`src/rtl/brick_pkg.sv`:
```
// Shared definitions for the brick hit handler.
// Holds the default brick geometry, the health and coordinate widths, the
// colour palette for redraws, the handler FSM state encoding and the
// health-to-colour mapping used when a brick is redrawn.
package brick_pkg;

    localparam int BRICKX_LOG2_DEF = 5;    // 32 px wide bricks
    localparam int BRICKY_LOG2_DEF = 4;    // 16 px tall bricks
    localparam int HEALTH_W        = 2;
    localparam int COORD_W         = 10;
    localparam int ENTRY_W         = 2 * COORD_W;   // queued entry is {x, y}

    localparam logic [2:0] COL_ERASE = 3'b000;
    localparam logic [2:0] COL_H1    = 3'b100;
    localparam logic [2:0] COL_H2    = 3'b110;
    localparam logic [2:0] COL_H3    = 3'b111;

    typedef enum logic [2:0] {
        S_IDLE   = 3'd0,
        S_READ   = 3'd1,
        S_UPDATE = 3'd2,
        S_DRAW   = 3'd3,
        S_POP    = 3'd4
    } state_t;

    // Colour for a brick given its health after the hit; health 0 erases it.
    function automatic logic [2:0] health_colour(input logic [HEALTH_W-1:0] h);
        logic [2:0] c;
        case (h)
            2'd0:    c = COL_ERASE;
            2'd1:    c = COL_H1;
            2'd2:    c = COL_H2;
            default: c = COL_H3;
        endcase
        return c;
    endfunction

endpackage

```
`src/rtl/hit_fifo.sv`:
```
// Pending-hit queue for the brick hit handler.
// Dual-push, single-pop FIFO of {x, y} entries. When both pushes fire in one
// cycle, data_a is stored ahead of data_b; a lone push_b takes the first slot.
// The caller is responsible for never pushing more entries than free_cnt.
// Ports:
//   clk, reset         clock, asynchronous active-high reset
//   push_a/data_a      first push slot
//   push_b/data_b      second push slot
//   pop                remove head (ignored when empty)
//   head               oldest entry
//   empty, full        occupancy flags (wrap-bit pointers)
//   free_cnt           number of free slots
//   cmp_a/cmp_b        values compared against the most recently pushed entry
//   match_a/match_b    compare hit; only while that entry is still queued
module hit_fifo #(
    parameter int DEPTH = 4,
    parameter int W     = 20
) (
    input  logic                   clk,
    input  logic                   reset,
    input  logic                   push_a,
    input  logic [W-1:0]           data_a,
    input  logic                   push_b,
    input  logic [W-1:0]           data_b,
    input  logic                   pop,
    output logic [W-1:0]           head,
    output logic                   empty,
    output logic                   full,
    output logic [$clog2(DEPTH):0] free_cnt,
    input  logic [W-1:0]           cmp_a,
    input  logic [W-1:0]           cmp_b,
    output logic                   match_a,
    output logic                   match_b
);

    localparam int PTR_W = $clog2(DEPTH);

    logic [W-1:0]     store [DEPTH];
    logic [PTR_W:0]   wr_ptr;
    logic [PTR_W:0]   rd_ptr;
    logic [PTR_W:0]   count;
    logic [PTR_W-1:0] last_idx;
    logic [PTR_W-1:0] b_idx;

    assign count    = wr_ptr - rd_ptr;
    assign empty    = (wr_ptr == rd_ptr);
    assign full     = (wr_ptr[PTR_W] != rd_ptr[PTR_W]) &&
                      (wr_ptr[PTR_W-1:0] == rd_ptr[PTR_W-1:0]);
    assign free_cnt = (PTR_W+1)'(DEPTH) - count;
    assign head     = store[rd_ptr[PTR_W-1:0]];

    // The newest entry is always the last to leave, so it is still queued
    // exactly as long as the FIFO is non-empty.
    assign last_idx = wr_ptr[PTR_W-1:0] - PTR_W'(1);
    assign match_a  = !empty && (store[last_idx] == cmp_a);
    assign match_b  = !empty && (store[last_idx] == cmp_b);

    assign b_idx    = wr_ptr[PTR_W-1:0] + PTR_W'(push_a);

    always_ff @(posedge clk) begin
        if (push_a) store[wr_ptr[PTR_W-1:0]] <= data_a;
        if (push_b) store[b_idx]             <= data_b;
    end

    always_ff @(posedge clk or posedge reset) begin
        if (reset) begin
            wr_ptr <= '0;
            rd_ptr <= '0;
        end else begin
            wr_ptr <= wr_ptr + (PTR_W+1)'(push_a) + (PTR_W+1)'(push_b);
            if (pop && !empty) rd_ptr <= rd_ptr + (PTR_W+1)'(1);
        end
    end

endmodule

```
`src/rtl/brick_hit_handler.sv`:
```
// Brick hit handler.
// Takes collision pulses from the ball logic, queues the hit bricks, and for
// each queued brick read-modify-writes its health in the brick RAM, asks the
// VGA drawer to repaint it, and keeps the score and live-brick count.
// Ports:
//   clk, reset               clock, asynchronous active-high reset
//   hit_y, hit_y_x, hit_y_y  vertical collision pulse and brick origin
//   hit_x, hit_x_x, hit_x_y  horizontal collision pulse and brick origin
//   mem_addr, mem_rdata      brick RAM address / read data (1-cycle latency)
//   mem_wdata, mem_we        brick RAM write data / strobe
//   draw_req, draw_ack       redraw handshake (req held until ack)
//   draw_x, draw_y           brick origin to repaint
//   draw_colour              colour for the new health
//   score                    saturating hit counter
//   bricks_left, all_cleared live-brick count and its zero flag
//   busy                     work in progress or queued
//   overflow                 sticky: a hit was lost to a full queue
module brick_hit_handler
    import brick_pkg::*;
#(
    parameter int BRICKX_LOG2  = BRICKX_LOG2_DEF,
    parameter int BRICKY_LOG2  = BRICKY_LOG2_DEF,
    parameter int GRID_COLS    = 16,
    parameter int GRID_ROWS    = 8,
    parameter int ADDR_W       = 7,
    parameter int TOTAL_BRICKS = 128,
    parameter int FIFO_DEPTH   = 4
) (
    input  logic                clk,
    input  logic                reset,
    input  logic                hit_y,
    input  logic [9:0]          hit_y_x,
    input  logic [9:0]          hit_y_y,
    input  logic                hit_x,
    input  logic [9:0]          hit_x_x,
    input  logic [9:0]          hit_x_y,
    output logic [ADDR_W-1:0]   mem_addr,
    input  logic [1:0]          mem_rdata,
    output logic [1:0]          mem_wdata,
    output logic                mem_we,
    output logic                draw_req,
    output logic [9:0]          draw_x,
    output logic [9:0]          draw_y,
    output logic [2:0]          draw_colour,
    input  logic                draw_ack,
    output logic [15:0]         score,
    output logic [ADDR_W:0]     bricks_left,
    output logic                all_cleared,
    output logic                busy,
    output logic                overflow
);

    localparam int PTR_W = $clog2(FIFO_DEPTH);

    // ---------------- capture ----------------
    logic [9:0] y_col, y_row, x_col, x_row;
    logic       y_valid, x_valid, same_brick;
    logic       y_ok, x_ok, x_dup;
    logic       push_y, push_x, drop;

    logic [ENTRY_W-1:0] y_ent, x_ent, head;
    logic               fifo_empty, fifo_full, match_y, match_x, pop;
    logic [PTR_W:0]     free_cnt;

    assign y_col   = hit_y_x >> BRICKX_LOG2;
    assign y_row   = hit_y_y >> BRICKY_LOG2;
    assign x_col   = hit_x_x >> BRICKX_LOG2;
    assign x_row   = hit_x_y >> BRICKY_LOG2;
    assign y_valid = hit_y && (int'(y_col) < GRID_COLS) && (int'(y_row) < GRID_ROWS);
    assign x_valid = hit_x && (int'(x_col) < GRID_COLS) && (int'(x_row) < GRID_ROWS);
    assign y_ent   = {hit_y_x, hit_y_y};
    assign x_ent   = {hit_x_x, hit_x_y};
    assign same_brick = (y_col == x_col) && (y_row == x_row);

    // Filtering order: range, duplicate, capacity. Only capacity drops are
    // counted as overflow. If y is pushed it becomes the newest entry, so x
    // only needs the same-brick test against y in that case.
    assign y_ok   = y_valid && !match_y;
    assign push_y = y_ok && !fifo_full;
    assign x_dup  = (y_valid && same_brick) || (!push_y && match_x);
    assign x_ok   = x_valid && !x_dup;
    assign push_x = x_ok && (free_cnt > (PTR_W+1)'(push_y));
    assign drop   = (y_ok && !push_y) || (x_ok && !push_x);

    hit_fifo #(
        .DEPTH (FIFO_DEPTH),
        .W     (ENTRY_W)
    ) u_fifo (
        .clk      (clk),
        .reset    (reset),
        .push_a   (push_y),
        .data_a   (y_ent),
        .push_b   (push_x),
        .data_b   (x_ent),
        .pop      (pop),
        .head     (head),
        .empty    (fifo_empty),
        .full     (fifo_full),
        .free_cnt (free_cnt),
        .cmp_a    (y_ent),
        .cmp_b    (x_ent),
        .match_a  (match_y),
        .match_b  (match_x)
    );

    // ---------------- head decode ----------------
    logic [9:0]        head_x, head_y, head_col, head_row;
    logic [ADDR_W-1:0] head_addr;

    assign head_x    = head[ENTRY_W-1:COORD_W];
    assign head_y    = head[COORD_W-1:0];
    assign head_col  = head_x >> BRICKX_LOG2;
    assign head_row  = head_y >> BRICKY_LOG2;
    // Constant multiplier; reduces to a shift when GRID_COLS is a power of 2.
    assign head_addr = ADDR_W'(32'(head_row) * 32'(GRID_COLS) + 32'(head_col));

    // ---------------- FSM ----------------
    state_t state, state_next;
    logic   load_addr;

    always_ff @(posedge clk or posedge reset) begin
        if (reset) state <= S_IDLE;
        else       state <= state_next;
    end

    always_comb begin
        state_next = state;
        load_addr  = 1'b0;
        pop        = 1'b0;
        mem_we     = 1'b0;
        mem_wdata  = 2'd0;
        case (state)
            S_IDLE: begin
                if (!fifo_empty) begin
                    load_addr  = 1'b1;
                    state_next = S_READ;
                end
            end
            S_READ:   state_next = S_UPDATE;   // RAM read in flight
            S_UPDATE: begin
                if (mem_rdata == 2'd0) begin
                    state_next = S_POP;        // already dead: nothing to do
                end else begin
                    mem_we     = 1'b1;
                    mem_wdata  = mem_rdata - 2'd1;
                    state_next = S_DRAW;
                end
            end
            S_DRAW: begin
                if (draw_ack) state_next = S_POP;
            end
            S_POP: begin
                pop        = 1'b1;
                state_next = S_IDLE;
            end
            default: state_next = S_IDLE;
        endcase
    end

    // ---------------- datapath registers ----------------
    always_ff @(posedge clk or posedge reset) begin
        if (reset) begin
            mem_addr    <= '0;
            draw_req    <= 1'b0;
            draw_x      <= '0;
            draw_y      <= '0;
            draw_colour <= COL_ERASE;
            score       <= '0;
            bricks_left <= (ADDR_W+1)'(TOTAL_BRICKS);
            overflow    <= 1'b0;
        end else begin
            if (drop)      overflow <= 1'b1;
            if (load_addr) mem_addr <= head_addr;
            if (mem_we) begin
                if (score != 16'hFFFF) score <= score + 16'd1;
                if (mem_rdata == 2'd1 && bricks_left != '0)
                    bricks_left <= bricks_left - (ADDR_W+1)'(1);
                draw_req    <= 1'b1;
                draw_x      <= head_x;
                draw_y      <= head_y;
                draw_colour <= health_colour(mem_wdata);
            end else if (state == S_DRAW && draw_ack) begin
                draw_req <= 1'b0;
            end
        end
    end

    assign all_cleared = (bricks_left == '0);
    assign busy        = (state != S_IDLE) || !fifo_empty;

endmodule

```
`config.mk`:
```
export PLATFORM = sky130hd
export DESIGN_NAME = brick_hit_handler
export DESIGN_NICKNAME = d
export VERILOG_FILES = /design/src/rtl/brick_pkg.sv /design/src/rtl/hit_fifo.sv /design/src/rtl/brick_hit_handler.sv
export SDC_FILE = /design/constraint.sdc
export NUM_CORES = 1
export LEC_CHECK = 0
export ABC_AREA = 1
export CAP_MARGIN = 20
export CORE_UTILIZATION = 50
export CTS_BUF_LIST = sky130_fd_sc_hd__clkbuf_2
export CTS_CLUSTER_DIAMETER = 30
export DETAILED_ROUTE_END_ITERATION = 10
export PLACE_DENSITY = 0.73
export SLEW_MARGIN = 20
export SYNTH_ARGS = -nofsm -noshare
export SYNTH_HDL_FRONTEND = slang
export SYNTH_SLANG_ARGS = --single-unit
```
`constraint.sdc`:
```
create_clock -name clk -period 5.5 [get_ports clk]
set_clock_uncertainty 0.15 [all_clocks]
set_input_delay 1.1 -clock clk [delete_from_list [all_inputs] [get_ports clk]]
set_output_delay 1.1 -clock clk [all_outputs]
set_load 0.02 [all_outputs]
```
=== Word level (Yosys, flattened, before mapping) ===
Memory sizes are Yosys's and may differ from the RTL's.
Cells that the tools add are included.

* Multiply operators: 0
* Equal/unequal tests: 17
* Order comparisons: 5
* Div/mod/pow operators: 0
* Muxes and demuxes: 18
* Add/subtract/negate cells: 11
* Bitwise gates (word level): 0
* Reduce and logical (&&, ||, !) cells: 38
* Shift operators: 0

{| class="wikitable"
|+ Operator list
! kind !! count
|-
| 20-bit equality test || 2
|-
| 1-bit logical AND || 19
|-
| 16-bit by 1-bit adder with 16-bit output, second input constant || 1
|-
| 16-bit != test, second input constant || 1
|-
| 6-bit by 4-bit less-than comparator with 1-bit output, second input constant || 2
|-
| 3-bit one-hot mux with 4 select lines || 1
|-
| 1-bit 2-to-1 mux || 11
|-
| 5-bit less-than comparator, second input constant || 2
|-
| 3-bit 2-to-1 mux || 3
|-
| 3-bit one-hot mux with 3 select lines || 1
|-
| 8-bit zero test || 1
|-
| 8-bit nonzero test || 1
|-
| 8-bit by 1-bit subtractor with 8-bit output, second input constant || 1
|-
| 7-bit by 5-bit adder with 7-bit output || 1
|-
| 3-bit by 1-bit adder with 3-bit output || 2
|-
| 3-bit by 2-bit equality test with 1-bit output, second input constant || 2
|-
| 6-bit equality test || 1
|-
| 1-bit zero test || 6
|-
| 2-bit AND reduction || 3
|-
| 5-bit equality test || 1
|-
| 2-bit by 1-bit equality test with 1-bit output, second input constant || 2
|-
| 2-bit zero test || 2
|-
| 2-bit 2-to-1 mux || 2
|-
| 2-bit != test, second input constant || 2
|-
| other kinds (16) || 19
|}

* Memories kept: 1
* Flip-flop bits (word level): 65
* Memory bits (read-only): 0
* Bits in writable memories: 80
* Output and inout port bits: 61
* Latch bits: 0
* Bits of input ports: 47
* Logic and storage cells: 101

{| class="wikitable"
|+ Memories
! memory !! depth !! width !! read ports !! clocked after Yosys merged registers in !! write ports !! RTL line !! RTL
|-
| u_fifo.store || 4 || 20 || 2 || 0 || 2 || hit_fifo.sv:38 || <nowiki>logic [W-1:0] store [DEPTH];</nowiki>
|}

=== Depth between registers and ports, before layout ===
Gate-level depths: netlist (run 1).
An unclocked memory read counts as a cell.

* Depth in word-level cells: 16
* Mapped depth: 27
* Depth with buffers taken out: 22

=== Modules after synthesis ===
Synthesis (run 1) repeated with hierarchy kept, for this count alone.

* Cell total of the unflattened synthesis: 1,153
* Area, all modules: 8,784.7 µm²

{| class="wikitable"
|+ Modules (own cells, without submodules)
! module !! sequential area each (µm²) !! area an instance (µm²) !! instances !! cells each
|-
| hit_fifo || 2,552.4 || 5,699.2 || 1 || 744
|-
| brick_hit_handler || 1,477.7 || 3,085.5 || 1 || 409
|}

=== Worst setup path before layout (run 1) ===
Ideal clock, no wire load.

* Path kind: flip-flop to flip-flop
* Start: reg u_fifo.wr_ptr[0]
* End: reg u_fifo.wr_ptr[2]
* Setup slack: 1.256 ns
* Setup time: 0.079 ns
* Required time: 5.271 ns
* Buffers on the path: 5
* Cell stages (with the launch flop): 27
* Data arrival time: 4.015 ns
* Period minus slack after synthesis: 4.244 ns
* Path through: dfrtp_1 -> buf_4 -> inv_4 -> buf_6 -> ha_1 -> inv_1 -> buf_2 -> nand3_1 -> nand3_1 -> nand2_1 -> nor2_1 -> nand2_1 -> nor2_1 -> nand3_2 -> nand3_2 -> inv_1 -> ha_1 -> nor2_1 -> nor2_1 -> nand2_1 -> clkbuf_1 -> clkbuf_1 -> nand2_1 -> fa_1 -> inv_1 -> ha_1 -> xor2_1

* Cells in the longest elaborated chain, start to end: 14
* Elaborated cells on any way between the ends: 25
* Classes of those cells: 5 x add/sub; 1 x order compare; 4 x eq/ne; 14 x reduce/logical; 1 x memory

{| class="wikitable"
|+ RTL lines
! what !! RTL line !! RTL
|-
| from (decl) || hit_fifo.sv:39 || <nowiki>logic [PTR_W:0] wr_ptr;</nowiki>
|-
| from (signal assigned) || hit_fifo.sv:70 || <nowiki>wr_ptr <= wr_ptr + (PTR_W+1)'(push_a) + (PTR_W+1)'(push_b);</nowiki>
|-
| branches (longest 13 deep; another with memory 4 x 20 bit) || - ||
|-
| 3-bit by 1-bit adder with 3-bit output (*) || hit_fifo.sv:70 ||
|}

Mark *: on every way between the ends.
A chain may end at the register's enable or synchronous reset.

==> results of run 1 <==
==> flip-flops by register name (all words and copies together), names as in the netlist <==
register and count:
bricks_left 8, u_fifo.rd_ptr 3, overflow 1, draw_y 10, u_fifo.wr_ptr 3, mem_addr 7
draw_x 10, draw_colour 3, draw_req 1, state 3, score 16, u_fifo.store 80
==> layout make-up <==
class,instances,area (um2)
multi-input cells,836,4080
fillers,1573,6720
inverters,67,254
diodes,1,2.50
flip-flops and latches,145,4030
repair buffers,131,1250
well taps,220,275
clock inverters,14,109
clock buffers,18,90.1
==> power by group through the flow <==
stage | Clock [mW] | Combinational, mW | Sequential, mW
floorplan | 0 | 1.85 | 1.68
global placement | 0 | 2.99 | 1.52
detailed placement | 0 | 3.03 | 1.52
CTS | 0.576 | 3.05 | 1.50
global route | 0.617 | 3.37 | 1.53
finish | 0.569 | 3.08 | 1.50
==> worst max path at each step <==
stage / start / to / slack [ns] / cells past startpoint
after floorplan: u_fifo.wr_ptr[0] / u_fifo.wr_ptr[2] / 1.26 / 26
after global placement: hit_y_y[8] / u_fifo.store[0][11] / 0.85 / 16
after detailed placement: hit_y_y[8] / u_fifo.store[0][11] / 0.78 / 16
after CTS: u_fifo.wr_ptr[1] / u_fifo.store[0][17] / 0.88 / 20
after global routing: u_fifo.wr_ptr[1] / u_fifo.store[3][4] / 0.57 / 21
final: u_fifo.wr_ptr[1] / u_fifo.store[0][17] / 0.86 / 20
==> stage by stage <==
| step | hold WS [ns] | setup slack, ns | std cells | cell area, um2 | total power, mW |
|---|---|---|---|---|---|
| after floorplan | 0.312 | 1.26 | 1112 | 8720 | 3.53 |
| after global routing | 0.371 | 0.571 | 1432 | 10100 | 5.52 |
| final | 0.356 | 0.864 | 1432 | 10100 | 5.15 |
| after global placement | 0.306 | 0.851 | 1399 | 9890 | 4.51 |
| after detailed placement | 0.313 | 0.778 | 1399 | 9890 | 4.55 |
| after CTS | 0.360 | 0.883 | 1431 | 10100 | 5.12 |
==> per-layer routing <==
layer / up-vias / part of all wire
met3: 63 / 0.094
li1: 3861 / -
met1: 3743 / 0.41
met2: 424 / 0.47
met5: - / 0
met4: 0 / 0.032
==> cell usage after synthesis (4+ instances only) <==
library cell and number:
nand2_1 391, nor2_1 128, edfxtp_1 80, nand3_1 66, nand4_1 66, dfrtp_1 64
inv_1 64, o21ai_0 49, clkbuf_1 28, xor2_1 28, ha_1 16, buf_2 15
xnor2_1 15, a31oi_1 12, nand3b_1 12, buf_6 10, buf_4 9, nor3_1 9
o22ai_1 9, a21oi_1 7, nand4_2 4, nor4_1 4
==> logic make-up (layout without fill, tap and decap cells) <==
group                      count (synthesis)  in the layout  synth area share
and+or+nand+nor                          690            690             0.342
adders and majority gates                 17             17            0.0253
buffers and inverters                    131            230            0.0713
other                                      0              1                 0
AOI/OAI and AO/OA                         86             86            0.0560
DFF                                      145            145             0.462
xor gates and xnor gates                  43             43            0.0432
==> worst max-delay path, cell delays in order (launching register included) <==
cell and delay, ns:
dfrtp_1 0.52, inv_1 0.13, ha_1 0.31, inv_1 0.33
buf_4 0.31, nand3_1 0.12, nand3b_1 0.11, nand2_1 0.09
nor2_1 0.12, nand2_1 0.08, nor2_1 0.15, nand3_2 0.13
nand3_2 0.15, inv_1 0.14, ha_1 0.21, xnor2_1 0.24
inv_1 0.09, nor2_1 0.16, nand4_2 0.13, nand2_1 0.32
buf_4 0.37
==> layout by cell type (no fill, tap or decap), types with 3 or more instances in the layout <==
| master | count |
|---|---|
| o21ai_0 | 49 |
| nand4_1 | 66 |
| xnor2_1 | 15 |
| buf_4 | 24 |
| o22ai_1 | 9 |
| nand4_2 | 4 |
| dfrtp_1 | 64 |
| nand3_2 | 3 |
| clkinv_2 | 4 |
| nand3_1 | 66 |
| inv_2 | 3 |
| nand2_1 | 390 |
| nand3b_1 | 12 |
| clkdlybuf4s50_1 | 107 |
| xor2_1 | 28 |
| clkbuf_2 | 18 |
| nor3_1 | 9 |
| ha_1 | 16 |
| edfxtp_1 | 80 |
| a21oi_1 | 7 |
| a31oi_1 | 12 |
| nor2_1 | 128 |
| nor4_1 | 4 |
| inv_4 | 5 |
| nor3b_1 | 3 |
| inv_1 | 63 |
==> run metrics, run 1 <==
status=completed; CP Capture Type=flip-flop; Overall Global Routing Usage=0.291; FF+latch count, synth=145; top cells by area, synth=edfxtp_1, dfrtp_1, nand2_1; RSZ-0062 raised after global routing=no; worst path required time=5.78 ns; hold worst-path end=draw_colour[2]; via/cell ratio=5.65; mapped cell area=8720 um2; fin crit period=4.64 ns; final setup violation count=0; Ys Warns=0; Initial DRT Pass Iterations=6; htree depth=4; Max Cap Viol=0; top_reg_cell synth=edfxtp_1; Sw Share=0.512; core footprint=16800 um2; wire length per cell=17.6 um; EDFF count, synth=80; antenna-violating nets left=0; Reg power frac=0.291; DIE AREA=18000 um2; Detailed Route WL=25300 um; cells on worst reg2reg path=20; met3 Resource Use GR=0.0552; met1 Resource Use GR=0.376; Leakage=4.59 nW; # nets final=1262; DR DRC count=0; FF-to-FF Start=u_fifo.wr_ptr[1]; setup slack, reg-to-reg=0.86 ns; clock buffer count from CTS=17; Worst Path Max Fanout=15; CP Class=reg2reg; maximum vdd ir drop=0.315 mV; Slew @ Worst Pin=0.950 ns; CTS root buf=clkbuf_2; share of layout cells above drive strength 1=0.0603; post_cts resized=0; Seq/Total Area, Yosys=0.462; number of global-route vias before repair=7442; Avg Cell Area, Syn=7.84 um2; met2 Usage GRT=0.477; P_sw=2.64 mW; Post-Synthesis Cells=1112; count of different cell masters after synthesis=40; post-synth net total=1176; Int Power=2.51 mW; GR Overflow Total=0; area grow syn2layout=15.8%; I/O pins=108; CTS tree=yes; Num Clock Sinks=145; largest net degree at the start of global routing=66; P per Cell Area=510 nW/um2; postcts setup bufs=0; clock power share=0.110; Hold Vio Cnt, Final=0; Reg clk slew, reported paths=0.23 ns; HP Start=draw_colour[2]; combinational share of power=0.598; Max Slew Vio Count=0; Die H=134 um; Yosys top cell by area=edfxtp_1; hold-critical path depth=2; gr busiest metal=met2; Final TNS setup=0 ns; max_slew headroom=0.366; row cnt=47; Final period util=0.843; HPWL after detailed placement=16400 um; maximum clock frequency=216 MHz; CP startpoint kind=flip-flop; worst reg2reg endpoint=u_fifo.store[0][17]; deepest clock path buffer count=2; I/O Buffers=107; RD Place Congestion=0.952; first-pass GRT wire length=39600 um; Synth async-reset ratio=0.448; Post-Route Utilization=0.600; Starting Density=0.518; crit path DAT=4.92 ns; initial antenna violation count=1; share of the synthesized area in the top cell type=0.276; DR vias=8091; post-cts hold buffer count=0; Clock Latency Late Sink=0.75 ns; die width=134 um; worst min path class=reg2reg; Initial DRC Count=817
Note: power is estimated with default switching activity, not from simulation.
==> run 2, diff against run 1 <==
clock period = 4.3 ns   (was 5.5 ns; I/O delays follow)
==> run 2 against run 1 <==
Net effect: die area unchanged; maximum frequency increased by 15%; design area increased by 3.0%; sequential share of layout area decreased by 1.2 points; power increased by 34%; first-iteration DRC count increased by 8.8%; sequential cell count unchanged; worst hold slack got worse by 0.20 ns; clock power increased by 61%; utilization increased by 1.8 points; sequential power increased by 28%; critical path type unchanged; largest cell class unchanged; highest routed layer unchanged.
==> run metrics, run 2 (synthesis gave the netlist of run 1 again) <==
status=completed; most common cell after layout, fill and taps aside=nand2_1; CTS root buf=clkbuf_2; area grow syn2layout=19.3%; antenna-violating nets left=0; Hold Vio Cnt, Final=0; deepest clock path buffer count=2; Overall Global Routing Usage=0.300; Post-Layout Cell Count=1454; Max Slew Vio Count=0; core footprint=16800 um2; GR Overflow Total=0; final setup violation count=0; P per Cell Area=665 nW/um2; Most flops, register=u_fifo.store; number of global-route vias before repair=7621; maximum clock frequency=248 MHz; row cnt=47; RD Place Congestion=0.954; wire length per cell=18.0 um; CP Class=reg2reg; commonest cells after routing, fill and taps aside=nand2_1, nor2_1, clkdlybuf4s50_1; I/O Buffers=107; Starting Density=0.518; Slew @ Worst Pin=0.689 ns; DR vias=8242; Final period util=0.936; Final TNS setup=0 ns; initial antenna violation count=1; CP Capture Type=flip-flop; first-pass GRT wire length=40600 um; postcts setup bufs=0; Initial DRT Pass Iterations=6; Detailed Route WL=26200 um; share of layout cells above drive strength 1=0.0795; Die H=134 um; Post-Route Utilization=0.619; via/cell ratio=5.67; maximum vdd ir drop=0.420 mV; cells on worst reg2reg path=22; max_slew headroom=0.540; Reg clk slew, reported paths=0.21 ns; Initial DRC Count=889; Worst Path Max Fanout=15; dpl cells=1421; Tot Pwr=6.92 mW; DIE AREA=18000 um2; max FFs per register=80; largest net degree at the start of global routing=66; Clock Latency Late Sink=0.74 ns; CTS tree=yes; biggest regs=u_fifo.store (80), score (16); Leakage=4.74 nW; Hold WS=0.161 ns; I/O pins=108; Max Cap Viol=0; die width=134 um; CP startpoint kind=flip-flop; clock buffer count from CTS=17; # nets final=1284; htree depth=4; worst path required time=4.82 ns; DR DRC count=0; HPWL after detailed placement=17300 um; crit path DAT=4.55 ns; RSZ-0062 raised after global routing=no; Num Clock Sinks=145; fin crit period=4.03 ns; worst min path class=in2async
## run 2: per-layer routing
layer,global-route usage,routed length (um),share of wire
met5,0,0,0
met1,0.402,10900,0.41
met2,0.481,12200,0.46
met4,0.120,663,0.025
met3,0.0556,2550,0.097
## run 2: worst paths after layout
kind	slack, ns	end	from
max reg2reg	0.27	u_fifo.wr_ptr[2]	u_fifo.wr_ptr[1]
max in group asynchronous	3.10	u_fifo.wr_ptr[1]	reset
min reg2reg	0.35	mem_addr[3]	mem_addr[3]
max	0.27	u_fifo.wr_ptr[2]	u_fifo.wr_ptr[1]
min	0.16	score[5]	reset
min in group clk	0.35	mem_addr[3]	mem_addr[3]
## run 2: final cells by class
type	count	area, um2
Fill cell	1537	6420
Multi-Input combinational cell	836	4090
Sequential cell	145	4030
Timing Repair Buffer	153	1470
Tap cell	220	275
Inverter	67	254
Clock inverter	13	180
Clock buffer	19	95.1
Antenna cell	1	2.50
## run 2: worst max-delay path, cell delays in order (launching register included)
cell and delay [ns]:
dfrtp_2 0.49, inv_1 0.10, ha_1 0.32, inv_1 0.10, buf_6 0.23, nand3_1 0.14, nand3b_1 0.11, nand2_1 0.09
nor2_1 0.14, nand2_1 0.11, nor2_1 0.16, nand3_2 0.12, nand3_2 0.08, inv_1 0.10, ha_1 0.29, nor2_1 0.09
nor2_1 0.07, nand2_2 0.21, nand2_1 0.11, fa_1 0.36, inv_1 0.07, ha_1 0.15, xor2_1 0.16
## run 2: what timing repair did
action	CTS	global route
setup endpoints to repair	0	38
hold buffers	0	0
resized for setup	0	4
## run 2: stage by stage
step	area, um2	worst slack (ns)
2_1_floorplan	8720	0.0560
3_3_place_gp	10100	0.309
3_5_place_dp	10100	0.283
4_1_cts	10400	0.120
5_1_grt	10400	0.0319
6_report	10400	0.275
## run 2: power by group
| part | internal (mW) | total (mW) | switching [mW] |
|---|---|---|---|
| Sequential | 1.73 | 1.92 | 0.190 |
| Clock | 0.391 | 0.916 | 0.526 |
| Combinational | 1.35 | 4.08 | 2.73 |
